File: config.mk
export PLATFORM = sky130hd
export DESIGN_NAME = pipeline_hazard_ctrl_flat
export DESIGN_NICKNAME = d
export VERILOG_FILES = /design/src/rtl/pipeline_hazard_ctrl_if.sv /design/src/rtl/pipeline_hazard_ctrl.sv /design/src/flat_wrapper.sv
export SDC_FILE = /design/constraint.sdc
export NUM_CORES = 1
export LEC_CHECK = 0
export CAP_MARGIN = 5
export CELL_PAD_IN_SITES_DETAIL_PLACEMENT = 0
export CELL_PAD_IN_SITES_GLOBAL_PLACEMENT = 1
export CORE_UTILIZATION = 30
export CTS_CLUSTER_SIZE = 24
export DETAILED_ROUTE_END_ITERATION = 6
export PLACE_DENSITY = 0.68
export SETUP_SLACK_MARGIN = 0.05
export SLEW_MARGIN = 10
export SYNTH_ARGS = -nofsm -noshare
export SYNTH_HDL_FRONTEND = slang
export SYNTH_SLANG_ARGS = --single-unit
File: constraint.sdc
create_clock -name clk -period 3.5 [get_ports clk]
set_clock_uncertainty 0.05 [all_clocks]
set_input_delay 0.7 -clock clk [delete_from_list [all_inputs] [get_ports clk]]
set_output_delay 0.7 -clock clk [all_outputs]
set_load 0.02 [all_outputs]
File: src/rtl/pipeline_hazard_ctrl_if.sv
// Pipeline hazard control bundle.
// Carries the ID/EXE/MEM/WB stage status seen by the hazard controller,
// the memory-stage handshake, and the freeze/flush/forwarding controls
// plus performance counters returned to the pipeline.
// The pipeline datapath uses the master modport; the controller uses slave.
interface pipeline_hazard_ctrl_if #(
    parameter int CNT_W = 32
);
    logic [3:0]       src1;
    logic [3:0]       src2;
    logic             two_src;
    logic             id_valid;
    logic [3:0]       EXE_Dest;
    logic [3:0]       MEM_Dest;
    logic [3:0]       WB_Dest;
    logic             EXE_WB_EN;
    logic             MEM_WB_EN;
    logic             WB_WB_EN;
    logic             EXE_MEM_R_EN;
    logic [3:0]       EXE_src1;
    logic [3:0]       EXE_src2;
    logic             B;
    logic             mem_req;
    logic             mem_ready;

    logic             freeze_IF;
    logic             freeze_ID;
    logic             flush_IF;
    logic             flush_ID;
    logic             freeze_all;
    logic [1:0]       sel_src1;
    logic [1:0]       sel_src2;
    logic             mem_timeout;
    logic [CNT_W-1:0] stall_count;
    logic [CNT_W-1:0] flush_count;

    modport master (
        output src1, src2, two_src, id_valid,
        output EXE_Dest, MEM_Dest, WB_Dest,
        output EXE_WB_EN, MEM_WB_EN, WB_WB_EN, EXE_MEM_R_EN,
        output EXE_src1, EXE_src2, B, mem_req, mem_ready,
        input  freeze_IF, freeze_ID, flush_IF, flush_ID, freeze_all,
        input  sel_src1, sel_src2, mem_timeout, stall_count, flush_count
    );

    modport slave (
        input  src1, src2, two_src, id_valid,
        input  EXE_Dest, MEM_Dest, WB_Dest,
        input  EXE_WB_EN, MEM_WB_EN, WB_WB_EN, EXE_MEM_R_EN,
        input  EXE_src1, EXE_src2, B, mem_req, mem_ready,
        output freeze_IF, freeze_ID, flush_IF, flush_ID, freeze_all,
        output sel_src1, sel_src2, mem_timeout, stall_count, flush_count
    );
endinterface

File: src/rtl/pipeline_hazard_ctrl.sv
// Pipeline hazard controller.
// Produces freeze/flush strobes for the IF/ID and ID/EXE registers, holds
// the whole pipeline while the MEM-stage memory access is outstanding
// (with a watchdog that traps into a sticky error state), and keeps
// saturating stall/flush performance counters.
// Optional feature macro: FORWARDING_EN. When defined, EXE operand
// forwarding selects are generated and only load-use hazards stall ID.
// When undefined, every RAW hazard against EXE/MEM stalls and the
// forwarding selects are tied to the register file.
module pipeline_hazard_ctrl #(
    parameter int MEM_TIMEOUT = 255,
    parameter int CNT_W       = 32
) (
    input  logic                   clk,
    input  logic                   rst,
    pipeline_hazard_ctrl_if.slave  pipe
);

    typedef enum logic [1:0] {
        IDLE     = 2'd0,
        MEM_WAIT = 2'd1,
        ERROR    = 2'd2
    } state_t;

    localparam logic [15:0]      TIMEOUT_LIMIT = 16'(MEM_TIMEOUT);
    localparam logic [CNT_W-1:0] CNT_MAX       = {CNT_W{1'b1}};

    state_t           state_q;
    state_t           state_d;
    logic [15:0]      wait_q;
    logic [15:0]      wait_d;
    logic [15:0]      wait_inc;
    logic             timeout_q;
    logic             timeout_d;
    logic [CNT_W-1:0] stall_cnt_q;
    logic [CNT_W-1:0] stall_cnt_d;
    logic [CNT_W-1:0] flush_cnt_q;
    logic [CNT_W-1:0] flush_cnt_d;

    logic             mem_stall;
    logic             src1_hit;
    logic             src2_hit;
    logic             hazard;
    logic             branch_flush;
    logic [1:0]       sel1;
    logic [1:0]       sel2;

    logic             freeze_if_o;
    logic             freeze_id_o;
    logic             flush_if_o;
    logic             flush_id_o;
    logic             freeze_all_o;
    logic [1:0]       sel_src1_o;
    logic [1:0]       sel_src2_o;

    assign wait_inc = wait_q + 16'd1;

`ifdef FORWARDING_EN
    // With forwarding only a load in EXE feeding the ID instruction must stall.
    always_comb begin
        src1_hit = 1'b0;
        src2_hit = 1'b0;
        if (pipe.EXE_MEM_R_EN && pipe.EXE_WB_EN) begin
            src1_hit = (pipe.src1 == pipe.EXE_Dest);
            src2_hit = pipe.two_src && (pipe.src2 == pipe.EXE_Dest);
        end
    end

    // Forwarding select per EXE operand; the younger MEM result wins over WB.
    always_comb begin
        sel1 = 2'b00;
        sel2 = 2'b00;
        if (pipe.MEM_WB_EN && (pipe.EXE_src1 == pipe.MEM_Dest)) begin
            sel1 = 2'b01;
        end else if (pipe.WB_WB_EN && (pipe.EXE_src1 == pipe.WB_Dest)) begin
            sel1 = 2'b10;
        end
        if (pipe.MEM_WB_EN && (pipe.EXE_src2 == pipe.MEM_Dest)) begin
            sel2 = 2'b01;
        end else if (pipe.WB_WB_EN && (pipe.EXE_src2 == pipe.WB_Dest)) begin
            sel2 = 2'b10;
        end
    end
`else
    logic fwd_unused;

    // Without forwarding any pending write in EXE or MEM to an ID source stalls.
    always_comb begin
        src1_hit = (pipe.EXE_WB_EN && (pipe.src1 == pipe.EXE_Dest))
                || (pipe.MEM_WB_EN && (pipe.src1 == pipe.MEM_Dest));
        src2_hit = pipe.two_src
                && ((pipe.EXE_WB_EN && (pipe.src2 == pipe.EXE_Dest))
                 || (pipe.MEM_WB_EN && (pipe.src2 == pipe.MEM_Dest)));
    end

    assign sel1 = 2'b00;
    assign sel2 = 2'b00;

    assign fwd_unused = ^{pipe.EXE_MEM_R_EN, pipe.EXE_src1, pipe.EXE_src2,
                          pipe.WB_Dest, pipe.WB_WB_EN};
`endif

    assign hazard = pipe.id_valid && (src1_hit || src2_hit);

    // Memory stall request: starts combinationally in IDLE, persists in MEM_WAIT, sticks in ERROR.
    always_comb begin
        mem_stall = 1'b0;
        case (state_q)
            IDLE:     mem_stall = pipe.mem_req && !pipe.mem_ready;
            MEM_WAIT: mem_stall = !pipe.mem_ready;
            ERROR:    mem_stall = 1'b1;
            default:  mem_stall = 1'b0;
        endcase
    end

    assign branch_flush = pipe.B && !mem_stall;

    // Next-state logic for the memory wait FSM and its watchdog.
    always_comb begin
        state_d   = state_q;
        wait_d    = wait_q;
        timeout_d = timeout_q;
        case (state_q)
            IDLE: begin
                if (pipe.mem_req && !pipe.mem_ready) begin
                    state_d = MEM_WAIT;
                    wait_d  = 16'd0;
                end
            end
            MEM_WAIT: begin
                if (pipe.mem_ready) begin
                    state_d = IDLE;
                end else begin
                    wait_d = wait_inc;
                    if (wait_inc == TIMEOUT_LIMIT) begin
                        state_d   = ERROR;
                        timeout_d = 1'b1;
                    end
                end
            end
            ERROR: begin
                state_d = ERROR;
            end
            default: begin
                state_d = IDLE;
            end
        endcase
    end

    // Saturating performance counters: stalls from memory or hazards, flushes from taken branches.
    always_comb begin
        stall_cnt_d = stall_cnt_q;
        flush_cnt_d = flush_cnt_q;
        if ((mem_stall || hazard) && (stall_cnt_q != CNT_MAX)) begin
            stall_cnt_d = stall_cnt_q + 1'b1;
        end
        if (branch_flush && (flush_cnt_q != CNT_MAX)) begin
            flush_cnt_d = flush_cnt_q + 1'b1;
        end
    end

    // Prioritised stage controls: memory stall, then branch flush, then hazard bubble; all quiet in reset.
    always_comb begin
        freeze_if_o  = 1'b0;
        freeze_id_o  = 1'b0;
        flush_if_o   = 1'b0;
        flush_id_o   = 1'b0;
        freeze_all_o = 1'b0;
        sel_src1_o   = 2'b00;
        sel_src2_o   = 2'b00;
        if (!rst) begin
            sel_src1_o = sel1;
            sel_src2_o = sel2;
            if (mem_stall) begin
                freeze_all_o = 1'b1;
                freeze_if_o  = 1'b1;
                freeze_id_o  = 1'b1;
            end else if (pipe.B) begin
                flush_if_o = 1'b1;
                flush_id_o = 1'b1;
            end else begin
                freeze_if_o = hazard;
                freeze_id_o = hazard;
                flush_id_o  = hazard;
            end
        end
    end

    // State, watchdog, error flag and counter registers.
    always_ff @(posedge clk or posedge rst) begin
        if (rst) begin
            state_q     <= IDLE;
            wait_q      <= 16'd0;
            timeout_q   <= 1'b0;
            stall_cnt_q <= '0;
            flush_cnt_q <= '0;
        end else begin
            state_q     <= state_d;
            wait_q      <= wait_d;
            timeout_q   <= timeout_d;
            stall_cnt_q <= stall_cnt_d;
            flush_cnt_q <= flush_cnt_d;
        end
    end

    assign pipe.freeze_IF   = freeze_if_o;
    assign pipe.freeze_ID   = freeze_id_o;
    assign pipe.flush_IF    = flush_if_o;
    assign pipe.flush_ID    = flush_id_o;
    assign pipe.freeze_all  = freeze_all_o;
    assign pipe.sel_src1    = sel_src1_o;
    assign pipe.sel_src2    = sel_src2_o;
    assign pipe.mem_timeout = timeout_q;
    assign pipe.stall_count = stall_cnt_q;
    assign pipe.flush_count = flush_cnt_q;

endmodule

File: src/flat_wrapper.sv
// flat-port wrapper written by rule: the top's interface ports become plain ports
module pipeline_hazard_ctrl_flat 
#(
    parameter int MEM_TIMEOUT = 255,
    parameter int CNT_W       = 32
)
  (clk, rst, pipe_src1, pipe_src2, pipe_two_src, pipe_id_valid, pipe_EXE_Dest, pipe_MEM_Dest, pipe_WB_Dest, pipe_EXE_WB_EN, pipe_MEM_WB_EN, pipe_WB_WB_EN, pipe_EXE_MEM_R_EN, pipe_EXE_src1, pipe_EXE_src2, pipe_B, pipe_mem_req, pipe_mem_ready, pipe_freeze_IF, pipe_freeze_ID, pipe_flush_IF, pipe_flush_ID, pipe_freeze_all, pipe_sel_src1, pipe_sel_src2, pipe_mem_timeout, pipe_stall_count, pipe_flush_count);
  pipeline_hazard_ctrl_if #(.CNT_W(CNT_W)) pipe_i ();
  input  logic clk;
  input  logic rst;
  input wire logic [$bits(pipe_i.src1)-1:0] pipe_src1;
  input wire logic [$bits(pipe_i.src2)-1:0] pipe_src2;
  input wire logic [$bits(pipe_i.two_src)-1:0] pipe_two_src;
  input wire logic [$bits(pipe_i.id_valid)-1:0] pipe_id_valid;
  input wire logic [$bits(pipe_i.EXE_Dest)-1:0] pipe_EXE_Dest;
  input wire logic [$bits(pipe_i.MEM_Dest)-1:0] pipe_MEM_Dest;
  input wire logic [$bits(pipe_i.WB_Dest)-1:0] pipe_WB_Dest;
  input wire logic [$bits(pipe_i.EXE_WB_EN)-1:0] pipe_EXE_WB_EN;
  input wire logic [$bits(pipe_i.MEM_WB_EN)-1:0] pipe_MEM_WB_EN;
  input wire logic [$bits(pipe_i.WB_WB_EN)-1:0] pipe_WB_WB_EN;
  input wire logic [$bits(pipe_i.EXE_MEM_R_EN)-1:0] pipe_EXE_MEM_R_EN;
  input wire logic [$bits(pipe_i.EXE_src1)-1:0] pipe_EXE_src1;
  input wire logic [$bits(pipe_i.EXE_src2)-1:0] pipe_EXE_src2;
  input wire logic [$bits(pipe_i.B)-1:0] pipe_B;
  input wire logic [$bits(pipe_i.mem_req)-1:0] pipe_mem_req;
  input wire logic [$bits(pipe_i.mem_ready)-1:0] pipe_mem_ready;
  output wire logic [$bits(pipe_i.freeze_IF)-1:0] pipe_freeze_IF;
  output wire logic [$bits(pipe_i.freeze_ID)-1:0] pipe_freeze_ID;
  output wire logic [$bits(pipe_i.flush_IF)-1:0] pipe_flush_IF;
  output wire logic [$bits(pipe_i.flush_ID)-1:0] pipe_flush_ID;
  output wire logic [$bits(pipe_i.freeze_all)-1:0] pipe_freeze_all;
  output wire logic [$bits(pipe_i.sel_src1)-1:0] pipe_sel_src1;
  output wire logic [$bits(pipe_i.sel_src2)-1:0] pipe_sel_src2;
  output wire logic [$bits(pipe_i.mem_timeout)-1:0] pipe_mem_timeout;
  output wire logic [$bits(pipe_i.stall_count)-1:0] pipe_stall_count;
  output wire logic [$bits(pipe_i.flush_count)-1:0] pipe_flush_count;
  assign pipe_i.src1 = pipe_src1;
  assign pipe_i.src2 = pipe_src2;
  assign pipe_i.two_src = pipe_two_src;
  assign pipe_i.id_valid = pipe_id_valid;
  assign pipe_i.EXE_Dest = pipe_EXE_Dest;
  assign pipe_i.MEM_Dest = pipe_MEM_Dest;
  assign pipe_i.WB_Dest = pipe_WB_Dest;
  assign pipe_i.EXE_WB_EN = pipe_EXE_WB_EN;
  assign pipe_i.MEM_WB_EN = pipe_MEM_WB_EN;
  assign pipe_i.WB_WB_EN = pipe_WB_WB_EN;
  assign pipe_i.EXE_MEM_R_EN = pipe_EXE_MEM_R_EN;
  assign pipe_i.EXE_src1 = pipe_EXE_src1;
  assign pipe_i.EXE_src2 = pipe_EXE_src2;
  assign pipe_i.B = pipe_B;
  assign pipe_i.mem_req = pipe_mem_req;
  assign pipe_i.mem_ready = pipe_mem_ready;
  assign pipe_freeze_IF = pipe_i.freeze_IF;
  assign pipe_freeze_ID = pipe_i.freeze_ID;
  assign pipe_flush_IF = pipe_i.flush_IF;
  assign pipe_flush_ID = pipe_i.flush_ID;
  assign pipe_freeze_all = pipe_i.freeze_all;
  assign pipe_sel_src1 = pipe_i.sel_src1;
  assign pipe_sel_src2 = pipe_i.sel_src2;
  assign pipe_mem_timeout = pipe_i.mem_timeout;
  assign pipe_stall_count = pipe_i.stall_count;
  assign pipe_flush_count = pipe_i.flush_count;
  pipeline_hazard_ctrl #(.MEM_TIMEOUT(MEM_TIMEOUT), .CNT_W(CNT_W)) u_core (.clk(clk), .rst(rst), .pipe(pipe_i));
endmodule
==> results of run 1 <==
## through the flow
stage	setup slack, ps	cells	util	power [mW]	TNS (ps)
finish	186	720	0.415	2.55	0
floorplan	392	435	-	1.42	0
global placement	-133	704	0.395	1.66	-229
CTS	142	720	0.415	2.60	0
global route	29.4	720	0.415	2.68	0
detailed placement	-179	704	0.395	1.67	-298
## worst reg2reg max path, cell delays in order, from the launching register on
cell	delay (ps)
dfrtp_1	460
o21ai_4	180
buf_4	250
nand3_1	150
buf_4	170
or3_4	400
a211oi_4	250
and3_1	200
nand4_1	110
xnor2_1	140
## layout make-up
type                       count  area (sq um)
timing repair buffer         104          1020
clock buffer                  12           256
sequential                    83          2080
tap                          180           225
fill                        1371          8160
inverter                       4          18.8
multi-input combinational    333          2150
clock inverter                 4          25.0
## Yosys cell counts (5+ instances only)
cell | n | area share
nand3_1 | 41 | 0.048
xnor2_1 | 68 | 0.14
dfrtp_1 | 83 | 0.48
and4_1 | 10 | 0.020
o21ai_0 | 24 | 0.028
xor2_1 | 16 | 0.033
nand2_1 | 47 | 0.041
nor3_1 | 6 | 0.0070
nand4_1 | 26 | 0.038
and3_1 | 23 | 0.033
clkbuf_1 | 9 | 0.0079
o31ai_1 | 5 | 0.0087
buf_4 | 5 | 0.0087
nor2_1 | 22 | 0.019
## routing by layer
metal	vias up	GRT usage	share of wire
met5	-	0	0
met1	1663	0.188	0.46
met2	91	0.224	0.47
met4	0	0.0417	0.012
met3	10	0.0552	0.061
li1	1721	-	-
## cells by family after synthesis
kind of cell    Yosys count
buf+inv                  19
mux                       2
other cells               1
simple gates            196
flops                    83
xor+xnor                 84
fa+ha+maj                 4
compound gates           43
## layout by cell type, fill, tap and decap left out, types with 4 or more instances in the layout
cell type,count
nand4_1,26
buf_4,9
conb_1,4
xor2_1,16
and2_1,4
o21ai_0,24
ha_1,4
nand2_1,47
nand2b_1,4
and4_1,10
dfrtp_1,83
clkbuf_16,9
and3_1,23
nand3_1,41
clkdlybuf4s50_1,91
o31ai_1,4
xnor2_1,68
nor3_1,6
nor2_1,22
## where the power goes
group | total, mW | internal, mW | switching (mW)
Clock | 0.904 | 0.517 | 0.387
Combinational | 0.503 | 0.249 | 0.254
Sequential | 1.14 | 1.04 | 0.104
Total | 2.55 | 1.80 | 0.744
## path summary, 6_finish.rpt
path,from,end,slack [ps]
worst max-delay path,pipe_src1[2],pipe_freeze_ID,190
worst min-delay path,u_core.pipe.mem_timeout,u_core.pipe.mem_timeout,440
worst max register to register,u_core.state_q[0],u_core.pipe.flush_count[23],1020
worst min register to register,u_core.pipe.mem_timeout,u_core.pipe.mem_timeout,440
max in group asynchronous,rst,u_core.wait_q[4],1580
min in group asynchronous,rst,u_core.pipe.stall_count[25],1100
## what timing repair did
| action | CTS | global route |
|---|---|---|
| buffers inserted | 0 | 0 |
| pin swaps | 1 | 1 |
| resized for setup | 4 | 2 |
| endpoints found under the setup margin | 3 | 3 |
## registers in the layout (all words and copies together), names as in the netlist
name / cells
u_core.pipe.flush_count: 32
u_core.wait_q: 16
u_core.state_q: 2
u_core.pipe.mem_timeout: 1
u_core.pipe.stall_count: 32
==> key figures, run 1 <==
Worst setup path
  • Worst path top cell family by delay: buffers and inverters
  • Kind of critical path: primary input to primary output
  • Worst path bufs/invs: 3
  • WP data arrival: 2560 ps
  • Highest cell delay on the worst timing path: 440 ps
  • WP data required: 2750 ps
  • Critical Path Source Type: primary input
  • Critical Path End Type: primary output
  • Crit Path Max Fanout: 2
  • Slowest-stage cell, CP: clkdlybuf4s50_1
  • Worst Reg-to-Reg Cells: 9
  • Critical path, cell by cell: clkdlybuf4s50_1 -> buf_4 -> xor2_1 -> nor4_1 -> o31ai_2 -> o21a_1 -> nor2_1 -> dlygate4sd2_1
  • Worst path depth: 8

Die
  • Die width: 122 um
  • Site row count: 43
  • Chip Height: 122 um
  • Die area: 0.0148 sq mm
  • Core area: 0.0139 sq mm
  • Initial core utilization: 0.309
  • I/O Pins: 113

Logic synthesis
  • Post-Synth Adder-Cell Area: 0.0116
  • YS warnings: 0
  • Top FF cell, synth: dfrtp_1
  • Largest family of logic cells by synthesized area: simple AND/OR/NAND/NOR gates
  • Mux share of post-synthesis cell area: 0.00524
  • Gate Count Post-Synth: 432
  • EDFF count, synth: 0
  • Netlist cell types: 41
  • Post-synthesis register bit count: 83
  • Netlist Area Pre-Place: 0.00430 sq mm
  • XOR/XNOR Fraction of Synth Area: 0.171
  • Syn Area/Cell: 9.96 sq um
  • FFs w/ async S/R, synth: 1.00
  • Register area share after synthesis: 0.483
  • Synth Area in Compound Gates: 0.0654
  • Post-synthesis simple-gate area fraction: 0.242

STA
  • Max-Slew Margin vs Limit: 0.285
  • Final setup violation count: 0
  • Hold Vio Cnt, Final: 0
  • Final slew viol count: 0
  • Max Freq: 302 MHz
  • Hold_ws: 437 ps
  • Tmin final: 3310 ps
  • RSZ-0062 raised after global routing: yes
  • Worst-Margin Slew: 1070 ps
  • Final period utilization: 0.947

Clocking
  • Reg clk slew, reported paths: 60 ps
  • CTS tree: done
  • Clock buffer count from CTS: 9
  • H-tree Lvls: 3
  • CTS sink cnt: 83
  • Root Buffer: clkbuf_16
  • Clock buffer depth: 2
  • Hold_buf cts: 0
  • Clk_lat worst skew: 340 ps

Placement
  • Port Buf Inserts: 94
  • Placed standard-cell area: 0.00550 sq mm
  • Final HPWL DP: 7150 um
  • Routability cong.: 0.803

Job
  • Number of max-cap violations: 0

Routing
  • Vias: 3485
  • Initial DRC Count: 139
  • Final ANT Viol Nets: 0
  • First drt pass iteration count: 7
  • WL/cell: 14.1 um
  • Drt total wl: 10100 um
  • DR vias/cell: 4.84
  • Detailed-route DRC error count: 0

Global route
  • Global route overflow: 0
  • Tot GR Track Use: 0.145
  • Initial antenna violation count: 0
  • Pin count of the biggest net entering global routing: 84
  • Vias in the first global route: 3375
  • First-pass GRT wire length: 16900 um

Min path
  • Hold Path Class: flop to flop
  • Hold Path Depth: 1

Run status
  • Status: complete, no violations

Final layout
  • # diodes: 0
  • Design Area, Final: 0.00578 sq mm
  • Share of layout cells above drive strength 1: 0.0630
  • Area delta synth->final: 34.3%
  • Final nets: 578

Power
  • Pwr dens: 441 mW/mm^2
  • Leakage: 2.35 nW
  • Max VDD drop: 0.000398 V
Power figures use the tool's default switching activity.
==> inputs of run 2 (changes only) <==
Settings changed: ABC_AREA set to 1, PLACE_DENSITY 0.68 to 0.69.
==> key figures, run 2 <==
Run status
  • Status: complete, no violations

Power
  • Pwr dens: 411 mW/mm^2 (-6.9%)
  • Power share of the combinational group: 0.246 (+0.049)
  • Clk pwr share: 0.338 (-0.017)
  • Max VDD drop: 0.000328 V (-18%)
  • Leakage: 3.31 nW (+41%)
  • Sw power: 0.966 mW (+30%)
  • Sequential Power Share: 0.416 (-0.032)
  • Int Power: 1.90 mW (+5.4%)
  • Sw frac: 0.337 (+0.0447)
  • Total power: 2.87 mW (+13%)

Clocking
  • Clk_lat worst skew: 350 ps (about the same)
  • Clock buffer count from CTS: 9 (unchanged)
  • Clock buffer depth: 2 (unchanged)
  • Hold_buf cts: 0 (unchanged)
  • CTS sink cnt: 83 (unchanged)
  • Number of setup buffers added after CTS: 0 (unchanged)
  • H-tree Lvls: 3 (unchanged)
  • Reg clk slew, reported paths: 60 ps (about the same)
  • Root Buffer: clkbuf_16
  • CTS tree: done

Global route
  • Global route overflow: 0 (unchanged)
  • Initial antenna violation count: 0 (unchanged)
  • Tot GR Track Use: 0.178 (+0.0332)
  • Vias in the first global route: 4961 (+47%)
  • Pin count of the biggest net entering global routing: 62 (-26%)
  • First-pass GRT wire length: 25800 um (+53%)

Final layout
  • Finished Core Util: 0.389 (-0.0261)
  • Fill count: 1892 (+38%)
  • Commonest cells after routing, fill and taps aside: nand2_1 (265), nor2_1 (91), clkdlybuf4s50_1 (91), inv_1 (88), dfrtp_1 (83)
  • Design Area, Final: 0.00698 sq mm (+21%)
  • Final nets: 936 (+62%)
  • Commonest non-fill, non-tap cell in the layout: nand2_1
  • # diodes: 0 (unchanged)
  • Share of layout cells above drive strength 1: 0.0535 (-0.00951)
  • Area delta synth->final: 26.9%

Placement
  • Post-Place Worst Slack: -133 ps (+46.2 ps)
  • Final HPWL DP: 12100 um (+69%)
  • Routability cong.: 0.857 (+6.7%)
  • Placed standard-cell area: 0.00670 sq mm (+22%)
  • Port Buf Inserts: 94 (unchanged)

Routing
  • Final ANT Viol Nets: 0 (unchanged)
  • Vias: 5240 (+50%)
  • WL/cell: 14.0 um (-0.86%)
  • First drt pass iteration count: 5 (-2)
  • DR vias/cell: 4.65 (-3.9%)
  • Detailed-route DRC error count: 0 (unchanged)
  • Initial DRC Count: 319 (+130%)
  • Drt total wl: 15800 um (+55%)

Logic synthesis
  • Top cells by count, synth: nand2_1 (265), nor2_1 (91), inv_1 (89), dfrtp_1 (83), nand3_1 (65)
  • YS warnings: 0 (unchanged)
  • Top FF cell, synth: dfrtp_1
  • Syn Area/Cell: 6.94 sq um (-30%)
  • Netlist cell types: 32 (-22%)
  • Netlist Area Pre-Place: 0.00550 sq mm (+28%)
  • Post-synth top area share: 0.377 (-0.105)
  • Most frequent cell after synthesis: nand2_1
  • Register area share after synthesis: 0.377 (-0.105)
  • Largest cells by area after synthesis: dfrtp_1 (38%), nand2_1 (18%), xor2_1 (7.5%)
  • FFs w/ async S/R, synth: 1.00 (unchanged)
  • Post-synthesis register bit count: 83 (unchanged)
  • Cell taking the most area after synthesis: dfrtp_1
  • EDFF count, synth: 0 (unchanged)
  • Gate Count Post-Synth: 793 (+84%)

Die
  • Core area: 0.0180 sq mm (+29%)
  • Die area: 0.0189 sq mm (+27%)
  • Chip Height: 137 um (+13%)
  • Initial core utilization: 0.306 (-0.00237)
  • Site row count: 49 (+14%)
  • Die width: 137 um (+13%)
  • I/O Pins: 113 (unchanged)

STA
  • Worst-Margin Slew: 825 ps (-247 ps)
  • Max-Slew Margin vs Limit: 0.450 (+0.165)
  • PnR worst setup slack: 166 ps (-19.3 ps)
  • Final slew viol count: 0 (unchanged)
  • Hold Vio Cnt, Final: 0 (unchanged)
  • Tmin final: 3330 ps (+19.3 ps)
  • Final period utilization: 0.953 (+0.00552)
  • Final setup violation count: 0 (unchanged)
  • Max Freq: 300 MHz (-0.58%)
  • RSZ-0062 raised after global routing: no

Job
  • Number of max-cap violations: 0 (unchanged)

Worst setup path
  • Critical Path End Type: primary output
  • Crit Path Max Fanout: 3 (+1)
  • Critical Path Source Type: primary input
  • Kind of critical path: primary input to primary output
  • WP data required: 2750 ps (about the same)
  • WP data arrival: 2580 ps (+20 ps)

Min path
  • Hold Path Class: flop to flop
-- run 2: cell count changes after synthesis, sizes merged, moves of 14 or more --
cell and change:
and3 -23, nor2 +72, buf +14, nand2 +220
xnor2 -48, xor2 +31, nor3 +28, inv +89
nand3 +26
-- run 2: metal layers --
| layer | GRT usage | up-vias | wire length [um] |
|---|---|---|---|
| li1 | - | 2692 | - |
| met1 | 0.238 | 2435 | 7640 |
| met2 | 0.290 | 95 | 7280 |
| met3 | 0.0338 | 18 | 569 |
| met4 | 0.0537 | 0 | 263 |
| met5 | 0 | - | 0 |
-- run 2: cells by family (layout without fill, tap and decap cells) --
group           after synthesis  after routing  synth area share
simple gates                489            489             0.381
buf+inv                     115            217            0.0912
flops                        83             83             0.377
xor+xnor                     67             67             0.107
compound gates               34             34            0.0341
fa+ha+maj                     4              4           0.00910
other cells                   1              4          0.000681
-- run 2: critical path: stages --
cell and delay, ps:
clkdlybuf4s50_1 460, inv_1 50, nand2_1 50, nor3_1 40, buf_4 140, nor2_4 70
nand2_1 90, inv_1 110, nand2_1 70, nor2_1 160, clkdlybuf4s50_1 640
-- run 2: per-stage QoR --
stage,setup TNS (ps),cells,hold slack (ps)
floorplan,0,796,440
global placement,-245,1111,400
detailed placement,-294,1111,403
CTS,0,1127,421
global route,0,1127,442
finish,0,1127,413
-- run 2: power by group through the flow --
stage	Combinational [mW]	Clock, mW	Sequential (mW)
2_1_floorplan	0.353	0	1.27
3_3_place_gp	0.713	0	1.21
3_5_place_dp	0.714	0	1.21
4_1_cts	0.717	1.00	1.20
5_1_grt	0.792	1.03	1.21
6_report	0.705	0.970	1.19
-- run 2: area by class of cell --
class / count / area, sq um / share of cell area
multi-input cells: 598 / 2940 / 0.421
well taps: 229 / 287 / 0.0410
clock buffers: 9 / 225 / 0.0323
flip-flops and latches: 83 / 2080 / 0.298
clock inverters: 7 / 68.8 / 0.00986
repair buffers: 108 / 1030 / 0.148
inverters: 93 / 353 / 0.0505
-- run 2: path summary, 6_finish.rpt --
path                                            startpoint                     endpoint  slack (ps)  cells after the start
worst min-delay path               u_core.pipe.mem_timeout      u_core.pipe.mem_timeout         410                      2
worst max-delay path                        pipe_mem_ready                pipe_flush_IF         170                     11
worst min register to register     u_core.pipe.mem_timeout      u_core.pipe.mem_timeout         410                      2
max in group asynchronous                              rst  u_core.pipe.flush_count[12]        1450                      4
worst max register to register  u_core.pipe.stall_count[0]   u_core.pipe.stall_count[7]        1050                     11
min in group asynchronous                              rst  u_core.pipe.stall_count[24]         570                      2
-- run 2: what timing repair did --
| action | 4_1_cts | 5_1_grt |
|---|---|---|
| endpoints found under the setup margin | 3 | 2 |
| gates cloned | 0 | 0 |
| gates resized for setup | 3 | 4 |
| endpoints found under the hold margin | 0 | 0 |
